**config.mk**
```make
export PLATFORM = sky130hd
export DESIGN_NAME = inst_fetch_unit
export DESIGN_NICKNAME = d
export VERILOG_FILES = /design/src/rtl/cpu_pkg.sv /design/src/rtl/inst_fetch_unit_pc_next_sel.sv /design/src/rtl/inst_fetch_unit.sv
export SDC_FILE = /design/constraint.sdc
export NUM_CORES = 1
export LEC_CHECK = 0
export BUFFER_PORTS_ARGS = -buffer_cell sky130_fd_sc_hd__clkbuf_2
export CORE_MARGIN = 2
export CORE_UTILIZATION = 44
export DETAILED_ROUTE_END_ITERATION = 8
export PLACE_DENSITY_LB_ADDON = 0.25
export SLEW_MARGIN = 20
export SYNTH_ARGS = -nofsm -noshare
export SYNTH_HDL_FRONTEND = slang
export SYNTH_SLANG_ARGS = --single-unit
export TNS_END_PERCENT = 20
```
**constraint.sdc**
```tcl
create_clock -name clk -period 3.3 [get_ports clk]
set_input_delay 0.33 -clock clk [delete_from_list [all_inputs] [get_ports clk]]
set_output_delay 0.33 -clock clk [all_outputs]
set_load 0.05 [all_outputs]
```
**src/rtl/cpu_pkg.sv**
```systemverilog
// Shared CPU constants and fetch-FSM encodings used by the fetch unit and its next-PC logic.
package cpu_pkg;

  localparam logic [31:0] DEFAULT_RESET_PC = 32'h0000_0000;
  localparam logic [31:0] WORD_BYTES       = 32'd4;

  localparam logic [5:0] OP_J   = 6'b000010;
  localparam logic [5:0] OP_BEQ = 6'b000100;

  typedef logic [1:0] fetch_state_t;

  localparam fetch_state_t IDLE = 2'd0;
  localparam fetch_state_t REQ  = 2'd1;
  localparam fetch_state_t WAIT = 2'd2;
  localparam fetch_state_t HOLD = 2'd3;

  // Branch offsets are in words; convert to a byte displacement (wraps mod 2^32).
  function automatic logic [31:0] word_offset(input logic [31:0] imm);
    return imm << 2;
  endfunction

endpackage

```
**src/rtl/inst_fetch_unit_pc_next_sel.sv**
```systemverilog
// Combinational next-PC selection: jump target beats branch target beats sequential PC+4.
module pc_next_sel
  import cpu_pkg::*;
(
  input  logic [31:0] pc,
  input  logic [25:0] jump_index,
  input  logic        jump,
  input  logic        branch_taken,
  input  logic [31:0] imm_ext,
  output logic [31:0] pc_plus4,
  output logic [31:0] next_pc
);

  assign pc_plus4 = pc + WORD_BYTES;

  always_comb begin
    next_pc = pc_plus4;
    if (jump) begin
      next_pc = {pc_plus4[31:28], jump_index, 2'b00};
    end else if (branch_taken) begin
      next_pc = pc_plus4 + word_offset(imm_ext);
    end
  end

endmodule

```
**src/rtl/inst_fetch_unit.sv**
```systemverilog
// Instruction fetch unit: owns the PC, runs the req/gnt/rvalid memory handshake, holds the instruction for the decoder.
// Optional performance counters are built when FETCH_PERF_CNT_EN is defined.
module inst_fetch_unit
  import cpu_pkg::*;
#(
  parameter logic [31:0] RESET_PC = DEFAULT_RESET_PC,
  parameter int          CNT_W    = 32
) (
  input  logic             clk,
  input  logic             rst_n,
  output logic             imem_req,
  output logic [31:0]      imem_addr,
  input  logic             imem_gnt,
  input  logic             imem_rvalid,
  input  logic [31:0]      imem_rdata,
  output logic [31:0]      instr,
  output logic             instr_valid,
  input  logic             instr_ready,
  output logic [31:0]      pc,
  output logic [31:0]      pc_plus4,
  input  logic             jump,
  input  logic             branch_taken,
  input  logic [31:0]      imm_ext,
  output logic [CNT_W-1:0] perf_fetch,
  output logic [CNT_W-1:0] perf_stall
);

  fetch_state_t state;
  logic [31:0]  next_pc;
  logic         accept;

  assign accept    = instr_valid & instr_ready;
  assign imem_req  = (state == REQ);
  assign imem_addr = pc;

  pc_next_sel u_pc_next_sel (
    .pc           (pc),
    .jump_index   (instr[25:0]),
    .jump         (jump),
    .branch_taken (branch_taken),
    .imm_ext      (imm_ext),
    .pc_plus4     (pc_plus4),
    .next_pc      (next_pc)
  );

  // A response is only taken in WAIT, so stale rvalid after a mid-fetch reset falls on the floor.
  always_ff @(posedge clk or negedge rst_n) begin
    if (!rst_n) begin
      state       <= IDLE;
      pc          <= RESET_PC;
      instr       <= 32'h0;
      instr_valid <= 1'b0;
    end else begin
      case (state)
        IDLE: state <= REQ;
        REQ: begin
          if (imem_gnt) state <= WAIT;
        end
        WAIT: begin
          if (imem_rvalid) begin
            instr       <= imem_rdata;
            instr_valid <= 1'b1;
            state       <= HOLD;
          end
        end
        HOLD: begin
          if (accept) begin
            instr_valid <= 1'b0;
            pc          <= next_pc;
            state       <= REQ;
          end
        end
        default: state <= IDLE;
      endcase
    end
  end

`ifdef FETCH_PERF_CNT_EN
  localparam logic [CNT_W-1:0] CNT_ONE = {{(CNT_W-1){1'b0}}, 1'b1};

  logic [CNT_W-1:0] fetch_cnt;
  logic [CNT_W-1:0] stall_cnt;
  logic             stall;

  assign stall = instr_valid & ~instr_ready;

  // Both counters saturate rather than wrap.
  always_ff @(posedge clk or negedge rst_n) begin
    if (!rst_n) begin
      fetch_cnt <= '0;
      stall_cnt <= '0;
    end else begin
      if (accept && fetch_cnt != '1) fetch_cnt <= fetch_cnt + CNT_ONE;
      if (stall && stall_cnt != '1) stall_cnt <= stall_cnt + CNT_ONE;
    end
  end

  assign perf_fetch = fetch_cnt;
  assign perf_stall = stall_cnt;
`else
  assign perf_fetch = '0;
  assign perf_stall = '0;
`endif

endmodule

```
==> impl_metrics.yaml, run 1 <==
clocking:
  cts.path.max_buffers: 2
  cts.htree.levels: 3
  cts_made_buffers: 9
  cts_root_buf: "sky130_fd_sc_hd__clkbuf_16"
  clock_sinks: 65
  tritoncts: "built"
  clk_transition_reported_paths_ns: 0.06
  clk-insertion-delay-late_ns: 0.35
timing:
  setup_repair_after_global_routing_missed_its_margin: "yes"
  clock.fmax_mhz: 287
  final_hold_viol_count: 0
  setup_viol: 8
  max_slew_margin: 0.399
  max_slew.worst_pin.slew_ns: 0.902
  finalClockSkew_ns: 0.00915
  drv_slew: 0
  timing.final.crit_period_ns: 3.48
  layout_setup_ws_ns: -0.179
  fin_crit_sh: 1.05
  setup_total_negative_slack_ns: -0.549
power_and_ir_drop:
  power.ir.vdd_worst_uv: 779
  leakage_uw: 0.00430
  report.power.total_uw: 10600
  power-per-cell-area_nw_per_um2: 1250
critical_path:
  critPathArrivalTime_ns: 3.71
  path_class: "reg2reg"
  critical_path.endpoint_type: "register"
  required_ns: 3.54
  critical_path.max_fanout: 4
  critical_path.startpoint_type: "register"
synth:
  ys_async_sr_fraction: 1.00
  mean_instance_size_in_the_synthesized_netlist_um2: 8.61
  synthDistinctLibCells: 60
  synth_edf_count: 0
  syn_area_um2: 5790
  synthTopCellsByArea: "sky130_fd_sc_hd__dfrtp_1 (28%), sky130_fd_sc_hd__buf_4 (13%), sky130_fd_sc_hd__ha_1 (8.6%), sky130_fd_sc_hd__mux2_2 (6.2%), sky130_fd_sc_hd__xnor2_1 (4.8%)"
  yosysTopAreaCell: "sky130_fd_sc_hd__dfrtp_1"
  ys_seq_elements: 65
  synthesis.yosys.warnings: 0
  yosys.area.top_type_share: 0.281
  seq_area_frac_synth: 0.281
  synth_top_flop_cell: "sky130_fd_sc_hd__dfrtp_1"
  netlist_instances: 672
finish:
  antenna-diode-count: 0
  post-route-util: 0.669
  flow.area_growth_from_synthesis_pct: 47.0
  nets: 1060
  final_layout_size_suffix_gt1_frac: 0.509
route:
  detailedRoute.firstPassIterationCount: 4
  route.antenna.remaining_nets: 0
  drt-vias-per-instance: 5.19
  drt_wl_total_um: 18900
  vias: 5841
  drtIter0Drc: 292
  wire_per_inst_um: 16.8
  drc: 0
run:
  drv.max_cap_violation_count: 0
place:
  detailedPlacementHpwl_um: 14500
  portBuffers: 192
  routabilityCongestion: 0.948
die:
  dieArea_um2: 14100
  fp.dieH_um: 119
  chipWidth_um: 119
  pin_count: 265
  core.rowCount: 41
  start_util: 0.455
  placeableCoreArea_um2: 12700
status:
  run_status: "finished with violations"
  failing_checks: "setup timing"
global_routing:
  grt_util_all_layers: 0.261
  grt_max_degree: 43
  global_route_wire_length_before_repair_um: 29000
  grt_antenna_before_repair: 0
  grt_overflow_total: 0
  grt_pass1_vias: 5728
worst_hold_path:
  hold_path_class: "in2async"
-- cell families after synthesis --
family          Yosys count  synth area share
compound gates          163             0.178
flops                    65             0.281
fa+ha+maj                41            0.0899
other cells               1          0.000648
xor+xnor                 51            0.0772
mux                      40            0.0761
simple gates            171             0.141
buf+inv                 140             0.156
-- cell usage in the layout (no fill, tap or decap), drive strengths merged, types with 3 or more instances in the layout --
cell      n
a22oi     3
nand2    58
nor2     45
nor2b     3
clkbuf  201
mux2     32
xor2     19
and2      4
o21bai    6
o21a      5
a31oi     3
conb     70
o211ai    4
nand3    20
mux2i     8
inv      15
o22ai     4
a21oi    54
buf     130
a21o     16
nand4    13
nor3     11
dfrtp    65
and3      8
ha       40
o21ai    44
xnor2    32
a211oi    9
-- what timing repair did --
item | CTS | global route
setup buffers | 7 | 6
hold buffers | 0 | 0
gates resized for setup | 31 | 34
endpoints found under the hold margin | 0 | 0
pin swaps | 27 | 21
setup endpoints to repair | 12 | 17
-- report_power, final --
group          internal [uW]  leakage [uW]  total [uW]  switching (uW)
combinational           2720       0.00338        7910            5190
clock                    665      0.000149        1080             411
sequential              1200      0.000773        1610             403
-- sequential cells by signal, summed over array words and instances, names as in the netlist --
signal	count
instr	32
instr_valid	1
state	2
imem_addr	30
-- path summary, 6_finish.rpt --
path                            depth (start not counted)           start  slack (ns)            end
worst max register to register                         21    imem_addr[3]       -0.18  imem_addr[23]
min in group clk                                        2  imem_rdata[11]        0.21      instr[11]
worst max-delay path                                   21    imem_addr[3]       -0.18  imem_addr[23]
worst min register to register                          1       instr[31]        0.50      instr[31]
max in group asynchronous                               2           rst_n        2.23      instr[16]
worst min-delay path                                    1           rst_n        0.11      instr[26]
-- per-stage QoR --
stage	hold WS [ns]	worst slack, ns	instance area (um2)	cells
6_report	0.109	-0.179	8510	1125
5_1_grt	0.169	-0.327	8510	1125
4_1_cts	0.130	-0.159	8260	1119
3_5_place_dp	0.492	-0.278	7740	1096
3_3_place_gp	0.480	-0.263	7740	1096
2_1_floorplan	0.0344	-0.570	6540	741
-- worst max-delay path, stage by stage, from the launching register on --
cell and delay, ns:
sky130_fd_sc_hd__dfrtp_2 0.40, sky130_fd_sc_hd__ha_4 0.14, sky130_fd_sc_hd__nand2_2 0.05, sky130_fd_sc_hd__or2_4 0.25, sky130_fd_sc_hd__nor2_4 0.14, sky130_fd_sc_hd__buf_6 0.12, sky130_fd_sc_hd__nand2_4 0.05, sky130_fd_sc_hd__xnor2_4 0.19
sky130_fd_sc_hd__ha_4 0.22, sky130_fd_sc_hd__buf_4 0.14, sky130_fd_sc_hd__buf_4 0.14, sky130_fd_sc_hd__nand3_1 0.06, sky130_fd_sc_hd__nor2_1 0.05, sky130_fd_sc_hd__o21ai_1 0.11, sky130_fd_sc_hd__buf_4 0.16, sky130_fd_sc_hd__nand4b_4 0.14
sky130_fd_sc_hd__a21oi_2 0.20, sky130_fd_sc_hd__o21bai_1 0.10, sky130_fd_sc_hd__a21oi_2 0.15, sky130_fd_sc_hd__xor2_1 0.18, sky130_fd_sc_hd__a21oi_2 0.08, sky130_fd_sc_hd__a221o_1 0.30
-- synthesized netlist by cell type, types with 2 or more instances --
cell type	count
sky130_fd_sc_hd__ha_1	40
sky130_fd_sc_hd__clkbuf_1	19
sky130_fd_sc_hd__a221o_1	2
sky130_fd_sc_hd__a21o_1	16
sky130_fd_sc_hd__nor3_1	10
sky130_fd_sc_hd__o211ai_1	4
sky130_fd_sc_hd__o21bai_1	6
sky130_fd_sc_hd__buf_4	101
sky130_fd_sc_hd__xnor2_1	32
sky130_fd_sc_hd__a21oi_2	2
sky130_fd_sc_hd__and4_1	2
sky130_fd_sc_hd__nand4_1	12
sky130_fd_sc_hd__nor2_1	44
sky130_fd_sc_hd__o22ai_1	4
sky130_fd_sc_hd__nor2b_1	3
sky130_fd_sc_hd__mux2_2	32
sky130_fd_sc_hd__and3_1	7
sky130_fd_sc_hd__nand3_1	20
sky130_fd_sc_hd__a31oi_1	2
sky130_fd_sc_hd__a21oi_1	52
sky130_fd_sc_hd__a211oi_1	8
sky130_fd_sc_hd__mux2i_1	8
sky130_fd_sc_hd__and2_1	4
sky130_fd_sc_hd__buf_1	5
sky130_fd_sc_hd__dfrtp_1	65
sky130_fd_sc_hd__nand4b_2	2
sky130_fd_sc_hd__o21a_1	5
sky130_fd_sc_hd__nand2_1	58
sky130_fd_sc_hd__o21ai_0	38
sky130_fd_sc_hd__a22oi_1	3
sky130_fd_sc_hd__xor2_1	19
sky130_fd_sc_hd__o21ai_1	5
sky130_fd_sc_hd__inv_1	15
-- metal layers --
metal | share of wire | track usage
met5 | 0 | 0
met4 | 0.021 | 0.0952
met1 | 0.40 | 0.309
met2 | 0.52 | 0.460
met3 | 0.060 | 0.0584
-- final cells by class --
| type | count | area [um2] |
|---|---|---|
| clock buffers | 10 | 229 |
| multi-input cells | 536 | 4320 |
| fillers | 1057 | 4210 |
| inverters | 15 | 56.3 |
| repair buffers | 321 | 1940 |
| flip-flops and latches | 65 | 1650 |
| clock inverters | 6 | 92.6 |
| well taps | 172 | 215 |
Note: power is estimated with default switching activity, not from simulation.
==> inputs of run 2 (changes only) <==
--- a/config.mk
+++ b/config.mk
@@ -7,7 +7,7 @@
 export LEC_CHECK = 0
 export BUFFER_PORTS_ARGS = -buffer_cell sky130_fd_sc_hd__clkbuf_2
 export CORE_MARGIN = 2
-export CORE_UTILIZATION = 44
+export CORE_UTILIZATION = 45
 export DETAILED_ROUTE_END_ITERATION = 8
 export PLACE_DENSITY_LB_ADDON = 0.25
 export SLEW_MARGIN = 20
==> constraint.sdc (replaced) <==
create_clock -name clk -period 4 [get_ports clk]
set_input_delay 0.4 -clock clk [delete_from_list [all_inputs] [get_ports clk]]
set_output_delay 0.4 -clock clk [all_outputs]
set_load 0.05 [all_outputs]
==> impl_metrics.yaml, run 2 (same netlist as run 1, synthesis figures left out) <==
clocking:
  cts.htree.levels: 3
  clk-insertion-delay-late_ns: 0.33
  cts_made_buffers: 9
  clock_sinks: 65
  cts_root_buf: "sky130_fd_sc_hd__clkbuf_16"
  cts.path.max_buffers: 2
  tritoncts: "built"
  clk_transition_reported_paths_ns: 0.06
route:
  drt-vias-per-instance: 5.20
  drc: 0
  detailedRoute.firstPassIterationCount: 4
  drt_wl_total_um: 16400
  drtIter0Drc: 324
  route.antenna.remaining_nets: 0
  vias: 5317
  wire_per_inst_um: 16.0
finish:
  antenna-diode-count: 0
  top_register: "instr"
  final_layout_size_suffix_gt1_frac: 0.382
  layout.filler_cells: 1180
  most_common_cell_after_layout_fill_and_taps_aside: "sky130_fd_sc_hd__clkbuf_2"
  max_reg_flops: 32
  layout.cells.non_filler: 1022
  nets: 957
  flow.area_growth_from_synthesis_pct: 24.8
  final_cell_mix: "sky130_fd_sc_hd__clkbuf_2 (191), sky130_fd_sc_hd__conb_1 (70), sky130_fd_sc_hd__nand2_1 (58)"
critical_path:
  critical_path.max_fanout: 4
  critical_path.startpoint_type: "register"
  critical_path.endpoint_type: "register"
  critPathArrivalTime_ns: 4.04
  path_class: "reg2reg"
  required_ns: 4.21
global_routing:
  grt_pass1_vias: 4991
  grt_util_all_layers: 0.231
  grt_max_degree: 43
  grt_overflow_total: 0
  grt_antenna_before_repair: 0
  global_route_wire_length_before_repair_um: 25900
place:
  detailedPlacementHpwl_um: 12800
  portBuffers: 192
  routabilityCongestion: 0.925
  placed_cells: 1003
timing:
  max_slew_margin: 0.463
  clock.fmax_mhz: 261
  final_hold_viol_count: 0
  max_slew.worst_pin.slew_ns: 0.806
  fin_crit_sh: 0.957
  drv_slew: 0
  timing.final.crit_period_ns: 3.83
  setup_viol: 0
  finalClockSkew_ns: 0.00730
die:
  placeableCoreArea_um2: 12600
  core.rowCount: 41
  dieArea_um2: 13800
  start_util: 0.460
  fp.dieH_um: 117
  chipWidth_um: 117
  pin_count: 265
run:
  drv.max_cap_violation_count: 0
worst_hold_path:
  hold_path_class: "in2async"
status:
  run_status: "complete, no violations"
==> run 2: cell count changes in the layout (fill, tap and decap cells not counted), moves of 4 or more <==
cell | previous run | this run
sky130_fd_sc_hd__buf_4 | 126 | 26
sky130_fd_sc_hd__ha_1 | 26 | 39
sky130_fd_sc_hd__a21oi_1 | 40 | 51
sky130_fd_sc_hd__ha_4 | 12 | 1
sky130_fd_sc_hd__a21oi_2 | 13 | 3
sky130_fd_sc_hd__xnor2_1 | 10 | 17
sky130_fd_sc_hd__nor2_1 | 36 | 42
sky130_fd_sc_hd__nand2_1 | 53 | 58
sky130_fd_sc_hd__o21ai_0 | 33 | 38
sky130_fd_sc_hd__xnor2_2 | 13 | 8
sky130_fd_sc_hd__nand2_2 | 4 | 0
sky130_fd_sc_hd__nand3_1 | 11 | 15
sky130_fd_sc_hd__nor2_4 | 7 | 3
sky130_fd_sc_hd__o21ai_1 | 9 | 5
==> run 2: path summary, 6_finish.rpt <==
kind	from	end	slack [ns]	cells after the start
max	imem_addr[2]	imem_addr[23]	0.17	18
min	rst_n	instr[8]	0.13	1
max reg2reg	imem_addr[2]	imem_addr[23]	0.17	18
min reg2reg	instr[26]	instr[26]	0.51	1
max in group asynchronous	rst_n	imem_addr[7]	2.89	2
min in group clk	imem_rdata[17]	instr[17]	0.30	2
==> run 2: final cells by class <==
| type | instances | area (um2) | area share |
|---|---|---|---|
| inverter | 15 | 56.3 | 0.00780 |
| multi-input combinational | 536 | 3880 | 0.537 |
| timing repair buffer | 218 | 1160 | 0.160 |
| tap | 172 | 215 | 0.0298 |
| clock buffer | 12 | 246 | 0.0341 |
| clock inverter | 4 | 28.8 | 0.00399 |
| sequential | 65 | 1640 | 0.227 |
==> run 2: worst max-delay path, cell delays in order, from the launching register on <==
cell	delay [ns]
sky130_fd_sc_hd__dfrtp_2	0.42
sky130_fd_sc_hd__ha_4	0.16
sky130_fd_sc_hd__nand2_1	0.06
sky130_fd_sc_hd__or2_4	0.30
sky130_fd_sc_hd__nor2_4	0.16
sky130_fd_sc_hd__nand2_1	0.15
sky130_fd_sc_hd__xnor2_4	0.16
sky130_fd_sc_hd__ha_1	0.30
sky130_fd_sc_hd__nand2_1	0.09
sky130_fd_sc_hd__nor3_1	0.07
sky130_fd_sc_hd__a2111oi_2	0.38
sky130_fd_sc_hd__buf_4	0.18
sky130_fd_sc_hd__nand4b_2	0.19
sky130_fd_sc_hd__a21oi_2	0.21
sky130_fd_sc_hd__o21bai_1	0.10
sky130_fd_sc_hd__a21oi_2	0.15
sky130_fd_sc_hd__xor2_1	0.16
sky130_fd_sc_hd__a21oi_1	0.11
sky130_fd_sc_hd__a221o_1	0.34
==> run 2: per-stage QoR <==
| step | setup TNS [ns] | util | cell area (um2) | setup WS (ns) | hold WS (ns) |
|---|---|---|---|---|---|
| final | 0 | 0.575 | 7220 | 0.172 | 0.130 |
| after global routing | -0.000818 | 0.575 | 7220 | -0.000818 | 0.167 |
| after CTS | 0 | 0.569 | 7150 | 0.0537 | 0.135 |
| after detailed placement | 0 | 0.547 | 6870 | 0.0805 | 0.486 |
| after global placement | 0 | 0.547 | 6870 | 0.120 | 0.482 |
| after floorplan | -0.0621 | - | 6370 | -0.0621 | 0.104 |
==> run 2: per-layer routing <==
layer / GRT usage / wire length, um
met5: 0 / 0
met3: 0.0452 / 1010
met4: 0.0535 / 223
met1: 0.296 / 6830
met2: 0.402 / 8320
==> run 2: repair_timing <==
item / in CTS / in global routing
setup buffers: 0 / 3
gates resized for setup: 0 / 12
hold endpoints to repair: 0 / 0
hold buffers: 0 / 0
endpoints found under the setup margin: 0 / 6
Power of run 2 is left out: the tool's default activity adds up to more than one toggle a clock period on the data nets, which glitch-free logic cannot reach.
